`config.mk`:
```
export PLATFORM = sky130hd
export DESIGN_NAME = pipeline_ctrl
export DESIGN_NICKNAME = d
export VERILOG_FILES = /design/src/rtl/pipeline_pkg.sv /design/src/rtl/pipeline_ctrl_hazard_detect.sv /design/src/rtl/pipeline_ctrl.sv
export SDC_FILE = /design/constraint.sdc
export NUM_CORES = 1
export LEC_CHECK = 0
export ABC_AREA = 0
export CAP_MARGIN = 40
export CORE_MARGIN = 2
export CORE_UTILIZATION = 51
export DETAILED_ROUTE_END_ITERATION = 8
export GPL_TIMING_DRIVEN = 0
export PLACE_DENSITY = 0.87
export SYNTH_ARGS = -nofsm -noshare
export SYNTH_HDL_FRONTEND = slang
export SYNTH_HIERARCHICAL = 1
export SYNTH_SLANG_ARGS = --single-unit
```
`constraint.sdc`:
```
create_clock -name clk -period 4.5 [get_ports clk]
set_input_delay 0.45 -clock clk [delete_from_list [all_inputs] [get_ports clk]]
set_output_delay 0.45 -clock clk [all_outputs]
set_load 0.01 [all_outputs]
```
`src/rtl/pipeline_pkg.sv`:
```
`default_nettype none
// ============================================================================
// Module      : pipeline_pkg
// Description : Shared types and constants for the RV32I pipeline controller.
// Revision    : 1.0 - initial release
// ============================================================================
package pipeline_pkg;

    typedef enum logic [0:0] {
        RUN  = 1'b0,
        KILL = 1'b1
    } ctrl_state_e;

    localparam logic [4:0] REG_X0 = 5'd0;

    typedef struct packed {
        logic if_id_stall;
        logic if_id_flush;
        logic id_ex_stall;
        logic id_ex_flush;
        logic ex_mem_stall;
        logic mem_wb_flush;
    } stage_ctrl_t;

endpackage
`default_nettype wire

```
`src/rtl/pipeline_ctrl_hazard_detect.sv`:
```
`default_nettype none
// ============================================================================
// Module      : hazard_detect
// Description : Combinational load-use compare between the ID sources and EX rd.
// Revision    : 1.0 - initial release
// ============================================================================
module hazard_detect
    import pipeline_pkg::*;
(
    input  logic [4:0] id_rs1,
    input  logic [4:0] id_rs2,
    input  logic       id_use_rs1,
    input  logic       id_use_rs2,
    input  logic       id_ex_mem_read,
    input  logic [4:0] id_ex_rd,
    output logic       lu
);

    logic w_hit_rs1;
    logic w_hit_rs2;

    assign w_hit_rs1 = id_use_rs1 & (id_rs1 == id_ex_rd);
    assign w_hit_rs2 = id_use_rs2 & (id_rs2 == id_ex_rd);

    // x0 is never really written, so a load to it cannot create a hazard
    assign lu = id_ex_mem_read & (id_ex_rd != REG_X0) & (w_hit_rs1 | w_hit_rs2);

endmodule
`default_nettype wire

```
`src/rtl/pipeline_ctrl.sv`:
```
`default_nettype none
// ============================================================================
// Module      : pipeline_ctrl
// Description : Stall/flush/redirect sequencing for the 5-stage pipeline with
//               fetch-collision redirect replay and performance counters.
// Revision    : 1.0 - initial release
// ============================================================================
module pipeline_ctrl
    import pipeline_pkg::*;
#(
    parameter int XLEN = 32
) (
    input  logic            clk,
    input  logic            rst,
    input  logic [4:0]      id_rs1,
    input  logic [4:0]      id_rs2,
    input  logic            id_use_rs1,
    input  logic            id_use_rs2,
    input  logic            id_ex_mem_read,
    input  logic [4:0]      id_ex_rd,
    input  logic            ex_redirect,
    input  logic [XLEN-1:0] ex_target,
    input  logic            imem_ready,
    input  logic            dmem_req,
    input  logic            dmem_ready,
    input  logic            perf_clr,
    output logic            pc_stall,
    output logic            pc_redirect,
    output logic [XLEN-1:0] pc_target,
    output logic            if_id_stall,
    output logic            if_id_flush,
    output logic            id_ex_stall,
    output logic            id_ex_flush,
    output logic            ex_mem_stall,
    output logic            mem_wb_flush,
    output logic [XLEN-1:0] perf_stall_cycles,
    output logic [XLEN-1:0] perf_flush_count
);

    ctrl_state_e     r_state;
    logic [XLEN-1:0] r_tgt_q;
    logic [XLEN-1:0] r_stall_cnt;
    logic [XLEN-1:0] r_flush_cnt;

    stage_ctrl_t     w_ctrl;
    logic            w_pc_stall;
    logic            w_pc_redirect;
    logic            w_capture;
    logic            w_release;
    logic            w_lu;
    logic            w_dwait;
    logic            w_iwait;

    assign w_dwait = dmem_req & ~dmem_ready;
    assign w_iwait = ~imem_ready;

    hazard_detect u_hazard_detect (
        .id_rs1         (id_rs1),
        .id_rs2         (id_rs2),
        .id_use_rs1     (id_use_rs1),
        .id_use_rs2     (id_use_rs2),
        .id_ex_mem_read (id_ex_mem_read),
        .id_ex_rd       (id_ex_rd),
        .lu             (w_lu)
    );

    always_comb begin
        w_ctrl        = '0;
        w_pc_stall    = 1'b0;
        w_pc_redirect = 1'b0;
        w_capture     = 1'b0;
        w_release     = 1'b0;
        pc_target     = (r_state == KILL) ? r_tgt_q : ex_target;
        if (rst) begin
            w_ctrl        = '0;
        end else if (w_dwait) begin
            // Freeze everything; a branch in EX simply resolves again later
            w_pc_stall          = 1'b1;
            w_ctrl.if_id_stall  = 1'b1;
            w_ctrl.id_ex_stall  = 1'b1;
            w_ctrl.ex_mem_stall = 1'b1;
            w_ctrl.mem_wb_flush = 1'b1;
        end else if (r_state == KILL) begin
            w_ctrl.if_id_flush = 1'b1;
            w_ctrl.id_ex_flush = 1'b1;
            if (imem_ready) begin
                w_pc_redirect = 1'b1;
                w_release     = 1'b1;
            end else begin
                w_pc_stall    = 1'b1;
            end
        end else if (ex_redirect) begin
            w_ctrl.if_id_flush = 1'b1;
            w_ctrl.id_ex_flush = 1'b1;
            if (imem_ready) begin
                w_pc_redirect = 1'b1;
            end else begin
                w_pc_stall    = 1'b1;
                w_capture     = 1'b1;
            end
        end else if (w_lu) begin
            w_pc_stall         = 1'b1;
            w_ctrl.if_id_stall = 1'b1;
            w_ctrl.id_ex_flush = 1'b1;
        end else if (w_iwait) begin
            w_pc_stall         = 1'b1;
            w_ctrl.if_id_flush = 1'b1;
        end
    end

    always_ff @(posedge clk or posedge rst) begin
        if (rst) begin
            r_state <= RUN;
            r_tgt_q <= '0;
        end else if (w_capture) begin
            r_state <= KILL;
            r_tgt_q <= ex_target;
        end else if (w_release) begin
            r_state <= RUN;
        end
    end

    always_ff @(posedge clk or posedge rst) begin
        if (rst) begin
            r_stall_cnt <= '0;
            r_flush_cnt <= '0;
        end else if (perf_clr) begin
            r_stall_cnt <= '0;
            r_flush_cnt <= '0;
        end else begin
            r_stall_cnt <= r_stall_cnt + {{(XLEN-1){1'b0}}, w_pc_stall};
            r_flush_cnt <= r_flush_cnt + {{(XLEN-1){1'b0}}, w_ctrl.if_id_flush};
        end
    end

    assign pc_stall          = w_pc_stall;
    assign pc_redirect       = w_pc_redirect;
    assign if_id_stall       = w_ctrl.if_id_stall;
    assign if_id_flush       = w_ctrl.if_id_flush;
    assign id_ex_stall       = w_ctrl.id_ex_stall;
    assign id_ex_flush       = w_ctrl.id_ex_flush;
    assign ex_mem_stall      = w_ctrl.ex_mem_stall;
    assign mem_wb_flush      = w_ctrl.mem_wb_flush;
    assign perf_stall_cycles = r_stall_cnt;
    assign perf_flush_count  = r_flush_cnt;

endmodule
`default_nettype wire

```
==> run summary <==
Status -> completed
Clock latency on the worst-skew pair -> 370 ps
Count leader, synth -> dfrtp_1
Synthesized area -> 5090 µm²
Hold_buf cts -> 0
Buffer and inverter count on the worst path -> 3
Peak supply drop -> 0.229 mV
R2R depth -> 11
Worst path most repeated cell -> a21oi_1
Leakage power -> 2.72 nW
Grt peak-use layer -> met2
Prevailing post-synth register cell -> dfrtp_1
First-pass GRT wire length -> 22.5 mm
Buffer count from post-CTS setup fixing -> 0
Post-route non-filler standard cell count -> 799
Final worst path period share -> 85.8%
Slew at the pin closest to its max-slew limit -> 776 ps
Clk sinks -> 97
Synthesis warning total -> 6
Top cell type's share of synthesized area -> 47.7%
Placed inst area -> 6880 µm²
Initial core utilization -> 52.4%
Total number of vias -> 4577
Port bufs -> 160
CP Launch Type -> input port
Clock Path Buffers -> 2
Die Ht -> 104 µm
Fillers -> 699
Reg2reg setup slack -> 1330 ps
Post_cts resized -> 0
Drt first pass iters -> 4
Max Freq -> 259 MHz
Normalized max-slew margin -> 48.3%
Yosys top cell by area -> dfrtp_1
DP HPWL -> 9.91 mm
Crit-path cells -> clkdlybuf4s50_1 -> xor2_1 -> nor4_1 -> nand3_1 -> a21oi_1 -> a21oi_1 -> a21oi_1 -> ha_1 -> and4_1 -> clkbuf_1 -> nand4_1 -> clkbuf_1 -> or3_1 -> a21oi_1
RSZ-0062 raised after global routing -> no
Starting DRC count in detailed routing -> 174
Area delta synth->final -> 39.6%
Avg Cell Area, Syn -> 10.4 µm²
CP max stage cell -> clkdlybuf4s50_1
M2 GR Usage -> 42.2%
Worst Path Arrival -> 4150 ps
RR Endpoint -> perf_stall_cycles[23]
CP peak stage delay -> 480 ps
Most frequent cells after synthesis -> dfrtp_1, mux2_2, a21oi_1
Ranking of synthesized cells by area -> dfrtp_1, mux2_2, a21oi_1, or4_1, xor2_1
Netlist cell types -> 35
Layout Skew -> 11.1 ps
EDFF count, synth -> 0
Nets -> 722
Final hold violations -> 0
CTS clock-pin slew for the worst setup and hold paths -> 90 ps
Met1 usage -> 31.7%
Die X -> 104 µm
Slew Limit Fails -> 0
Ys async rst share -> 100%
WS Path Type -> in2reg
Final setup vio count -> 0
H-tree depth -> 3
Max-cap violation count -> 0
CP max FO -> 10
Hold Crit Class -> reg2reg
GRT Total Usage -> 25.3%
Critical R2R Launch -> r_state
Initial antenna violation count -> 0
Period minus WS final -> 3860 ps
GRT overflow -> 0
Root buffer cell -> clkbuf_8
Post-Syn Instances -> 489
CP endpoint kind -> flop
CTS tree -> built
Cell family with most CP delay -> simple AND/OR/NAND/NOR gates
WP data required -> 4780 ps
IO Pins -> 161
FP Rows -> 36
Drt wl/cell -> 16.8 µm
Post-route ant nets -> 0
Met3 GRT Util -> 7.21%
Fin area -> 7110 µm²
Worst setup path endpoint -> perf_stall_cycles[23]
Largest net degree at the start of global routing -> 63
# DRC -> 0
CP Depth -> 14
Register area share after synthesis -> 47.7%
Die area -> 10800 µm²
Vias in the first global route -> 4650
Dpl cells -> 783
N_diodes -> 0
GPL Wtd Cong -> 0.892
Crit path from -> id_ex_rd[2]
CTS Buf Count -> 9
WL final -> 13.4 mm
Layout cells sized above 1 -> 13.5%
Synthesized flop and latch total -> 97
Via/cell ratio -> 5.73
Pwr/cell area -> 295 nW/µm²
Syn_nets -> 550
Placeable Area -> 9730 µm²
[state kept, by name, indices dropped and copies added, names as in the netlist]
name	cells
perf_flush_count	32
perf_stall_cycles	32
r_tgt_q	32
r_state	1
[cells by family after synthesis]
kind of cell,Yosys count,share of synthesized area (%)
adder cells (fa/ha/maj),4,0.983
AND/OR/NAND/NOR,171,19.2
multiplexers,65,14.4
XOR/XNOR,35,6.02
AO/OA/AOI/OAI,80,8.89
flip-flops,97,47.7
buffers and inverters,37,2.92
[final cells by class]
cell class                 count  area, µm²  area share [%]
inverter                       8       32.5           0.457
clock buffer                  11        151            2.13
sequential                    97       2430            34.1
timing repair buffer         161       1620            22.8
tap                          133        166            2.34
clock inverter                 5       77.6            1.09
multi-input combinational    355       2520            35.4
buffer                        29        119            1.67
[cell usage in the layout (no fill, tap or decap), types with 2 or more instances in the layout]
cell,n
clkbuf_1,20
or4_1,25
or3_1,14
nand4_1,19
mux2_2,64
o31ai_1,18
xnor2_1,15
xor2_1,20
nor2_1,32
nand3_1,25
buf_4,2
nand2_1,21
nor4_1,5
clkbuf_8,11
bufinv_16,2
nor3_1,3
buf_1,5
and4_1,9
and3_1,5
nor2b_1,4
o21ai_0,18
a21oi_1,41
inv_1,7
clkdlybuf4s50_1,160
ha_1,4
dfrtp_1,97
and2_1,4
clkinv_2,2
[report_power, final]
part / leakage, nW / switching, mW / internal (mW)
Combinational: 1.32 / 0.179 / 0.283
Sequential: 1.29 / 0.0401 / 0.949
Clock: 0.115 / 0.304 / 0.342
[stage by stage]
| stage | TNS [ps] | hold WS [ps] | worst slack, ps | total power, mW | util (%) |
|---|---|---|---|---|---|
| 2_1_floorplan | 0 | 474 | 1020 | 1.23 | - |
| 3_3_place_gp | -6010 | 482 | -761 | 1.45 | 70.5 |
| 3_5_place_dp | 0 | 489 | 337 | 1.47 | 70.8 |
| 4_1_cts | 0 | 509 | 689 | 2.11 | 73.1 |
| 5_1_grt | 0 | 530 | 462 | 2.19 | 73.1 |
| 6_report | 0 | 509 | 638 | 2.10 | 73.1 |
[worst min path at each step]
stage,startpoint,end,slack [ps],cells past startpoint
final,r_tgt_q[1],r_tgt_q[1],510,1
after detailed placement,r_tgt_q[12],r_tgt_q[12],490,1
after floorplan,r_tgt_q[19],r_tgt_q[19],470,1
after CTS,r_tgt_q[12],r_tgt_q[12],510,1
after global placement,r_tgt_q[17],r_tgt_q[17],480,1
after global routing,r_tgt_q[20],r_tgt_q[20],530,1
[per-layer routing]
layer | share of wire (%) | wire [µm] | vias up
met2 | 50 | 6670 | 166
met5 | 0 | 0 | -
met1 | 41 | 5480 | 2237
li1 | - | - | 2153
met3 | 7.4 | 998 | 21
met4 | 2.0 | 263 | 0
(Power assumes the default switching activity.)
